**config.mk**
```make
export PLATFORM = sky130hd
export DESIGN_NAME = pipe_ctrl_flat
export DESIGN_NICKNAME = d
export VERILOG_FILES = /design/src/rtl/pipe_pkg.sv /design/src/rtl/pipe_ctrl_if.sv /design/src/rtl/rob_tag_tracker.sv /design/src/rtl/pipe_ctrl.sv /design/src/flat_wrapper.sv
export SDC_FILE = /design/constraint.sdc
export NUM_CORES = 1
export LEC_CHECK = 0
export ABC_AREA = 0
export BUFFER_PORTS_ARGS = -buffer_cell sky130_fd_sc_hd__buf_4
export CAP_MARGIN = 20
export CORE_ASPECT_RATIO = 1.25
export CORE_UTILIZATION = 40
export DETAILED_ROUTE_END_ITERATION = 8
export GPL_ROUTABILITY_DRIVEN = 1
export SLEW_MARGIN = 20
export SYNTH_ARGS = -nofsm -noshare
export SYNTH_HDL_FRONTEND = slang
export SYNTH_SLANG_ARGS = --single-unit
```
**constraint.sdc**
```tcl
create_clock -name clk -period 3.9 [get_ports clk]
set_clock_uncertainty 0.1 [all_clocks]
set_input_delay 0.78 -clock clk [delete_from_list [all_inputs] [get_ports clk]]
set_output_delay 0.78 -clock clk [all_outputs]
set_load 0.01 [all_outputs]
```
**src/rtl/pipe_pkg.sv**
```systemverilog
// Shared constants, tag types and sequencer state encoding for the pipeline controller.
package pipe_pkg;
   localparam int unsigned ROB_IDX_W = 3;
   localparam int unsigned ROB_DEPTH = 1 << ROB_IDX_W;

   typedef logic [ROB_IDX_W-1:0] rob_idx_t;
   // Extra MSB is the wrap bit distinguishing full from empty.
   typedef logic [ROB_IDX_W:0]   rob_ptr_t;

   typedef enum logic [1:0] {RUN, DSTALL, REDIRECT} state_t;
endpackage

```
**src/rtl/pipe_ctrl_if.sv**
```systemverilog
// Hazard/completion inputs and stage strobe/tag outputs between datapath and sequencer.
interface pipe_ctrl_if;
   import pipe_pkg::*;

   logic     fetch_valid;
   logic     icache_miss;
   logic     load_use;
   logic     dcache_miss;
   logic     branch_taken;
   rob_idx_t branch_idx;
   logic     cmp_fast_valid;
   rob_idx_t cmp_fast_idx;
   logic     cmp_slow_valid;
   rob_idx_t cmp_slow_idx;

   logic     pc_we;
   logic     if_id_we;
   logic     id_ex_we;
   logic     ex_wbtl_we;
   logic     tl_c_we;
   logic     c_wb_we;
   logic     if_id_flush;
   logic     id_ex_flush;
   logic     c_wb_flush;
   rob_idx_t alloc_idx;
   logic     commit_valid;
   rob_idx_t commit_idx;
   logic     rob_full;
   logic     rob_empty;
   logic     cmp_err;

   modport master (
      output fetch_valid, icache_miss, load_use, dcache_miss, branch_taken, branch_idx,
             cmp_fast_valid, cmp_fast_idx, cmp_slow_valid, cmp_slow_idx,
      input  pc_we, if_id_we, id_ex_we, ex_wbtl_we, tl_c_we, c_wb_we,
             if_id_flush, id_ex_flush, c_wb_flush,
             alloc_idx, commit_valid, commit_idx, rob_full, rob_empty, cmp_err
   );

   modport slave (
      input  fetch_valid, icache_miss, load_use, dcache_miss, branch_taken, branch_idx,
             cmp_fast_valid, cmp_fast_idx, cmp_slow_valid, cmp_slow_idx,
      output pc_we, if_id_we, id_ex_we, ex_wbtl_we, tl_c_we, c_wb_we,
             if_id_flush, id_ex_flush, c_wb_flush,
             alloc_idx, commit_valid, commit_idx, rob_full, rob_empty, cmp_err
   );
endinterface

```
**src/rtl/rob_tag_tracker.sv**
```systemverilog
// Reorder-tag bookkeeping: allocation at fetch, two completion ports, in-order commit,
// branch squash and a sticky completion-protocol error flag.
module rob_tag_tracker
   import pipe_pkg::*;
(
   input  logic     clk,
   input  logic     reset,
   input  logic     alloc,
   input  logic     squash,
   input  rob_idx_t squash_idx,
   input  logic     fast_valid,
   input  rob_idx_t fast_idx,
   input  logic     slow_valid,
   input  rob_idx_t slow_idx,
   output rob_idx_t alloc_idx,
   output logic     commit_valid,
   output rob_idx_t commit_idx,
   output logic     full,
   output logic     empty,
   output logic     cmp_err
);
   rob_ptr_t             head, tail, count, tail_nxt, sq_off;
   logic [ROB_DEPTH-1:0] done, done_nxt;
   logic                 err_now;

   function automatic logic in_window(rob_idx_t idx, rob_ptr_t h, rob_ptr_t c);
      rob_ptr_t off;
      off = {1'b0, rob_idx_t'(idx - h[ROB_IDX_W-1:0])};
      return off < c;
   endfunction

   assign count        = tail - head;
   assign full         = (count == rob_ptr_t'(ROB_DEPTH));
   assign empty        = (count == '0);
   assign alloc_idx    = tail[ROB_IDX_W-1:0];
   assign commit_idx   = head[ROB_IDX_W-1:0];
   assign commit_valid = !empty && done[commit_idx];

   // Update order: completions set, squash clears, commit clears last.
   always_comb begin
      done_nxt = done;
      err_now  = 1'b0;
      tail_nxt = tail;
      sq_off   = {1'b0, rob_idx_t'(squash_idx - head[ROB_IDX_W-1:0])};
      if (fast_valid) begin
         if (in_window(fast_idx, head, count)) done_nxt[fast_idx] = 1'b1;
         else                                  err_now = 1'b1;
      end
      if (slow_valid) begin
         if (in_window(slow_idx, head, count)) done_nxt[slow_idx] = 1'b1;
         else                                  err_now = 1'b1;
      end
      if (fast_valid && slow_valid && (fast_idx == slow_idx)) err_now = 1'b1;
      if (squash && in_window(squash_idx, head, count)) begin
         tail_nxt = head + sq_off + rob_ptr_t'(1);
         for (int unsigned i = 0; i < ROB_DEPTH; i++) begin
            if (!in_window(rob_idx_t'(i), head, tail_nxt - head)) done_nxt[rob_idx_t'(i)] = 1'b0;
         end
      end else if (alloc) begin
         tail_nxt = tail + rob_ptr_t'(1);
      end
      if (commit_valid) done_nxt[commit_idx] = 1'b0;
   end

   always_ff @(posedge clk or negedge reset) begin
      if (!reset) begin
         head    <= '0;
         tail    <= '0;
         done    <= '0;
         cmp_err <= 1'b0;
      end else begin
         head <= head + rob_ptr_t'(commit_valid);
         tail <= tail_nxt;
         done <= done_nxt;
         if (err_now) cmp_err <= 1'b1;
      end
   end
endmodule

```
**src/rtl/pipe_ctrl.sv**
```systemverilog
// Pipeline sequencer: RUN/DSTALL/REDIRECT FSM, per-stage write-enable and flush decode,
// and the reorder-tag tracker.
module pipe_ctrl
   import pipe_pkg::*;
(
   input logic        clk,
   input logic        reset,
   pipe_ctrl_if.slave bus
);
   state_t   state;
   rob_idx_t br_idx_q;
   logic     hold, rob_full, alloc;
   logic     pc_we, if_id_we, id_ex_we, ex_wbtl_we, tl_c_we, c_wb_we;
   logic     if_id_flush, id_ex_flush, c_wb_flush;

   always_ff @(posedge clk or negedge reset) begin
      if (!reset) begin
         state    <= RUN;
         br_idx_q <= '0;
      end else begin
         case (state)
            RUN: begin
               if (bus.dcache_miss) state <= DSTALL;
               else if (bus.branch_taken) begin
                  state    <= REDIRECT;
                  br_idx_q <= bus.branch_idx;
               end
            end
            DSTALL:   if (!bus.dcache_miss) state <= RUN;
            REDIRECT: state <= bus.dcache_miss ? DSTALL : RUN;
            default:  state <= RUN;
         endcase
      end
   end

   assign hold = bus.load_use || rob_full;

   // Strobes are forced to the held/cleared pattern for as long as reset is low.
   always_comb begin
      pc_we       = 1'b0;
      if_id_we    = 1'b0;
      id_ex_we    = 1'b0;
      ex_wbtl_we  = 1'b0;
      tl_c_we     = 1'b0;
      c_wb_we     = 1'b0;
      if_id_flush = 1'b0;
      id_ex_flush = 1'b0;
      c_wb_flush  = 1'b0;
      case (state)
         RUN: begin
            pc_we       = !hold;
            if_id_we    = !hold;
            id_ex_we    = 1'b1;
            ex_wbtl_we  = 1'b1;
            tl_c_we     = 1'b1;
            c_wb_we     = 1'b1;
            id_ex_flush = bus.load_use;
            if_id_flush = !hold && (bus.icache_miss || !bus.fetch_valid);
         end
         DSTALL: begin
            c_wb_we    = 1'b1;
            c_wb_flush = 1'b1;
         end
         REDIRECT: begin
            pc_we       = 1'b1;
            if_id_we    = 1'b1;
            id_ex_we    = 1'b1;
            ex_wbtl_we  = 1'b1;
            tl_c_we     = 1'b1;
            c_wb_we     = 1'b1;
            if_id_flush = 1'b1;
            id_ex_flush = 1'b1;
         end
         default: ;
      endcase
      if (!reset) begin
         {pc_we, if_id_we, id_ex_we, ex_wbtl_we, tl_c_we, c_wb_we} = '0;
         {if_id_flush, id_ex_flush, c_wb_flush} = '1;
      end
   end

   assign alloc = (state == RUN) && pc_we && if_id_we && bus.fetch_valid && !bus.icache_miss && !rob_full;

   assign bus.pc_we       = pc_we;
   assign bus.if_id_we    = if_id_we;
   assign bus.id_ex_we    = id_ex_we;
   assign bus.ex_wbtl_we  = ex_wbtl_we;
   assign bus.tl_c_we     = tl_c_we;
   assign bus.c_wb_we     = c_wb_we;
   assign bus.if_id_flush = if_id_flush;
   assign bus.id_ex_flush = id_ex_flush;
   assign bus.c_wb_flush  = c_wb_flush;
   assign bus.rob_full    = rob_full;

   rob_tag_tracker u_tracker (
      .clk          (clk),
      .reset        (reset),
      .alloc        (alloc),
      .squash       (state == REDIRECT),
      .squash_idx   (br_idx_q),
      .fast_valid   (bus.cmp_fast_valid),
      .fast_idx     (bus.cmp_fast_idx),
      .slow_valid   (bus.cmp_slow_valid),
      .slow_idx     (bus.cmp_slow_idx),
      .alloc_idx    (bus.alloc_idx),
      .commit_valid (bus.commit_valid),
      .commit_idx   (bus.commit_idx),
      .full         (rob_full),
      .empty        (bus.rob_empty),
      .cmp_err      (bus.cmp_err)
   );
endmodule
```
**src/flat_wrapper.sv**
```systemverilog
// flat-port wrapper written by rule: the top's interface ports become plain ports
module pipe_ctrl_flat import pipe_pkg::*;
  (clk, reset, bus_fetch_valid, bus_icache_miss, bus_load_use, bus_dcache_miss, bus_branch_taken, bus_branch_idx, bus_cmp_fast_valid, bus_cmp_fast_idx, bus_cmp_slow_valid, bus_cmp_slow_idx, bus_pc_we, bus_if_id_we, bus_id_ex_we, bus_ex_wbtl_we, bus_tl_c_we, bus_c_wb_we, bus_if_id_flush, bus_id_ex_flush, bus_c_wb_flush, bus_alloc_idx, bus_commit_valid, bus_commit_idx, bus_rob_full, bus_rob_empty, bus_cmp_err);
  pipe_ctrl_if bus_i ();
  input logic clk;
  input logic reset;
  input wire logic [$bits(bus_i.fetch_valid)-1:0] bus_fetch_valid;
  input wire logic [$bits(bus_i.icache_miss)-1:0] bus_icache_miss;
  input wire logic [$bits(bus_i.load_use)-1:0] bus_load_use;
  input wire logic [$bits(bus_i.dcache_miss)-1:0] bus_dcache_miss;
  input wire logic [$bits(bus_i.branch_taken)-1:0] bus_branch_taken;
  input wire logic [$bits(bus_i.branch_idx)-1:0] bus_branch_idx;
  input wire logic [$bits(bus_i.cmp_fast_valid)-1:0] bus_cmp_fast_valid;
  input wire logic [$bits(bus_i.cmp_fast_idx)-1:0] bus_cmp_fast_idx;
  input wire logic [$bits(bus_i.cmp_slow_valid)-1:0] bus_cmp_slow_valid;
  input wire logic [$bits(bus_i.cmp_slow_idx)-1:0] bus_cmp_slow_idx;
  output wire logic [$bits(bus_i.pc_we)-1:0] bus_pc_we;
  output wire logic [$bits(bus_i.if_id_we)-1:0] bus_if_id_we;
  output wire logic [$bits(bus_i.id_ex_we)-1:0] bus_id_ex_we;
  output wire logic [$bits(bus_i.ex_wbtl_we)-1:0] bus_ex_wbtl_we;
  output wire logic [$bits(bus_i.tl_c_we)-1:0] bus_tl_c_we;
  output wire logic [$bits(bus_i.c_wb_we)-1:0] bus_c_wb_we;
  output wire logic [$bits(bus_i.if_id_flush)-1:0] bus_if_id_flush;
  output wire logic [$bits(bus_i.id_ex_flush)-1:0] bus_id_ex_flush;
  output wire logic [$bits(bus_i.c_wb_flush)-1:0] bus_c_wb_flush;
  output wire logic [$bits(bus_i.alloc_idx)-1:0] bus_alloc_idx;
  output wire logic [$bits(bus_i.commit_valid)-1:0] bus_commit_valid;
  output wire logic [$bits(bus_i.commit_idx)-1:0] bus_commit_idx;
  output wire logic [$bits(bus_i.rob_full)-1:0] bus_rob_full;
  output wire logic [$bits(bus_i.rob_empty)-1:0] bus_rob_empty;
  output wire logic [$bits(bus_i.cmp_err)-1:0] bus_cmp_err;
  assign bus_i.fetch_valid = bus_fetch_valid;
  assign bus_i.icache_miss = bus_icache_miss;
  assign bus_i.load_use = bus_load_use;
  assign bus_i.dcache_miss = bus_dcache_miss;
  assign bus_i.branch_taken = bus_branch_taken;
  assign bus_i.branch_idx = bus_branch_idx;
  assign bus_i.cmp_fast_valid = bus_cmp_fast_valid;
  assign bus_i.cmp_fast_idx = bus_cmp_fast_idx;
  assign bus_i.cmp_slow_valid = bus_cmp_slow_valid;
  assign bus_i.cmp_slow_idx = bus_cmp_slow_idx;
  assign bus_pc_we = bus_i.pc_we;
  assign bus_if_id_we = bus_i.if_id_we;
  assign bus_id_ex_we = bus_i.id_ex_we;
  assign bus_ex_wbtl_we = bus_i.ex_wbtl_we;
  assign bus_tl_c_we = bus_i.tl_c_we;
  assign bus_c_wb_we = bus_i.c_wb_we;
  assign bus_if_id_flush = bus_i.if_id_flush;
  assign bus_id_ex_flush = bus_i.id_ex_flush;
  assign bus_c_wb_flush = bus_i.c_wb_flush;
  assign bus_alloc_idx = bus_i.alloc_idx;
  assign bus_commit_valid = bus_i.commit_valid;
  assign bus_commit_idx = bus_i.commit_idx;
  assign bus_rob_full = bus_i.rob_full;
  assign bus_rob_empty = bus_i.rob_empty;
  assign bus_cmp_err = bus_i.cmp_err;
  pipe_ctrl u_core (.clk(clk), .reset(reset), .bus(bus_i));
endmodule
```
==> impl_metrics.py <==
metrics = {
    "hold_path": {
        "hold_path_class": "in -> async",
    },
    "final_layout": {
        "nNetsFinal": 358,
        "syn2layout_area_growth_pct": 15.4,
        "drive_above_1_share_pct": 20.8,
        "diodes": 0,
    },
    "clock_network": {
        "postCtsSetupBuffers": 0,
        "cts_max_level": 1,
        "tritoncts": "done",
        "cts_resized": 0,
        "cts_sinks": 22,
        "numCtsBuffers": 3,
        "cts_root_buf": "clkbuf_8",
        "hold_buffers": 0,
        "path_clk_slew_ps": 90,
        "clk_path_buf_depth": 2,
        "clk_latency_ps": 260,
    },
    "sta": {
        "fin_ws_ps": 199,
        "finalSetupTns_ps": 0,
        "slew_headroom_pct": 48.3,
        "min_period_ps": 3700,
        "setup_violations": 0,
        "period_share_pct": 94.9,
        "timing.hold.ws_ps": 317,
        "hold_viol_final": 0,
        "fmax_mhz": 270,
        "rsz0062_at_grt": "no",
        "worst_pin_slew_ps": 764,
        "finalMaxSlewViolations": 0,
    },
    "route": {
        "drcViolationCount": 0,
        "drtIter0Drc": 71,
        "postRouteWirelength_um": 5950,
        "avgViaCountPerCell": 5.54,
        "routed.top_layer": "met4",
        "drt-met1-wl_um": 2710,
        "dr_wl_met2_um": 3050,
        "drtAntennaViolNets": 0,
        "met3_length_um": 103,
        "drt_pass1_iterations": 4,
        "wl_per_cell_um": 15.9,
        "num_vias": 2077,
    },
    "logic_synthesis": {
        "synth-seq-cells": 22,
        "synthTopCellsByCount": "39 x ha_1, 24 x inv_1, 22 x dfrtp_1",
        "yosysMostFrequentCell": "ha_1",
        "syn_inst": 260,
        "avgSynthCellArea_sq_um": 9.65,
        "synth_top_area_cell": "dfrtp_1",
        "synth-async-reset-ratio_pct": 100,
        "yosys.area.top_type_share_pct": 21.9,
        "ys_seq_area_share_pct": 21.9,
        "yosys_warnings": 0,
        "synth_edf_count": 0,
        "synth_flop_cell": "dfrtp_1",
        "synth.distinct_cells": 54,
        "syn_nets": 324,
        "synth_area_sq_um": 2510,
        "yosys-top-cells-area": "dfrtp_1 22%, ha_1 19%, fa_1 5.6%",
    },
    "critical_path": {
        "crit_path_cell_trace": "inv_1, ha_1, fa_1, and2_1, nand2_1, nor3_1, buf_4, nor2_1, o21a_1, buf_4",
        "crit_family": "adder cells",
        "end_kind": "primary output",
        "crit_path_top_delay_cell": "fa_1",
        "crit_top_cell": "buf_4",
        "setup.worst_path.class": "reg -> out",
        "critPathBufInv": 3,
        "crit_arrival_ps": 2820,
        "crit_fanout": 10,
        "worstSetupStartpointType": "flop",
        "required_ps": 3020,
        "ff2ff_setup_slack_ps": 400,
        "slowest_delay_ps": 630,
    },
    "die": {
        "dieArea_sq_um": 6600,
        "io_pins": 37,
        "core.rowCount": 31,
        "die_x_um": 72.9,
        "die_h_um": 90.6,
        "core_sq_um": 5930,
        "start_util_pct": 42.3,
    },
    "global_route": {
        "grt_pass1_wl_um": 10100,
        "antenna_found_initial": 0,
        "grt.total_usage_pct": 19.6,
        "grt.overflow.total": 0,
        "first_global_vias": 2044,
        "grt_max_degree": 28,
    },
    "placed_design": {
        "place_ws_ps": 421,
        "port_buffers": 36,
        "gp_congestion": 0.811,
        "hpwl_um": 4830,
    },
    "status": {
        "status": "finished, final reports clean",
    },
    "job": {
        "drv_cap": 0,
    },
}
-- worst reg2reg max path, delay by kind of cell (launching register included) --
| family | cells | cell delay, ps |
|---|---|---|
| xor+xnor | 1 | 150 |
| buf+inv | 3 | 320 |
| flops | 1 | 390 |
| fa+ha+maj | 5 | 2010 |
| compound gates | 3 | 450 |
-- placed cells by master, fill, tap and decap left out, drive strengths merged, types with 6 or more instances in the layout --
cell	netlist	layout
a211oi	13	13
a21oi	12	12
a31oi	9	9
and3	6	6
buf	12	43
dfrtp	22	22
fa	7	7
ha	39	39
inv	24	24
nand2	7	7
nor2	9	9
nor2b	6	6
o21ai	11	11
xnor2	13	13
xor2	6	6
-- sequential cells by signal (all words and copies together), names as in the netlist --
register,count
u_core.br_idx_q,3
u_core.state,2
u_core.u_tracker.cmp_err,1
u_core.u_tracker.done,8
u_core.u_tracker.head,4
u_core.u_tracker.tail,4
-- path summary, 6_finish.rpt --
check | from | to | depth (start not counted)
min reg2reg | u_core.u_tracker.cmp_err$_DFFE_PN0P_ | u_core.u_tracker.cmp_err$_DFFE_PN0P_ | 1
min | reset | u_core.u_tracker.tail[2]$_DFFE_PN0P_ | 1
max in group asynchronous | reset | u_core.u_tracker.tail[1]$_DFFE_PN0P_ | 1
min in group clk | u_core.u_tracker.cmp_err$_DFFE_PN0P_ | u_core.u_tracker.cmp_err$_DFFE_PN0P_ | 1
max reg2reg | u_core.br_idx_q[0]$_DFFE_PN0P_ | u_core.u_tracker.done[1]$_DFF_PN0_ | 12
max | u_core.u_tracker.tail[0]$_DFFE_PN0P_ | bus_if_id_we | 10
-- through the flow --
stage	cells	area [sq um]	utilization, %
floorplan	260	2510	-
global placement	371	2830	47.6
detailed placement	371	2830	47.6
CTS	375	2900	48.8
global route	375	2900	48.8
finish	375	2900	48.8
-- cell type report --
class,count,area (sq um)
multi-input cells,200,1760
clock buffers,3,41.3
repair buffers,43,323
fillers,572,3040
clock inverters,1,30.0
well taps,82,103
flip-flops and latches,22,551
inverters,24,90.1
-- logic make-up after synthesis --
group	after synthesis	share of synthesized area, %
AO/OA/AOI/OAI	77	22.5
AND/OR/NAND/NOR	53	12.6
adder cells (fa/ha/maj)	46	25.0
buffers and inverters	38	7.98
flip-flops	22	21.9
XOR/XNOR	19	6.63
multiplexers	5	3.39
-- layer usage --
layer / global-route usage (%) / vias to the layer above
met2: 34.6 / 30
li1: - / 1024
met3: 1.79 / 5
met5: 0 / -
met4: 4.90 / 0
met1: 25.2 / 1018
Power is left out: the tool's default activity adds up to more than one toggle a clock period on the data nets, which glitch-free logic cannot reach.
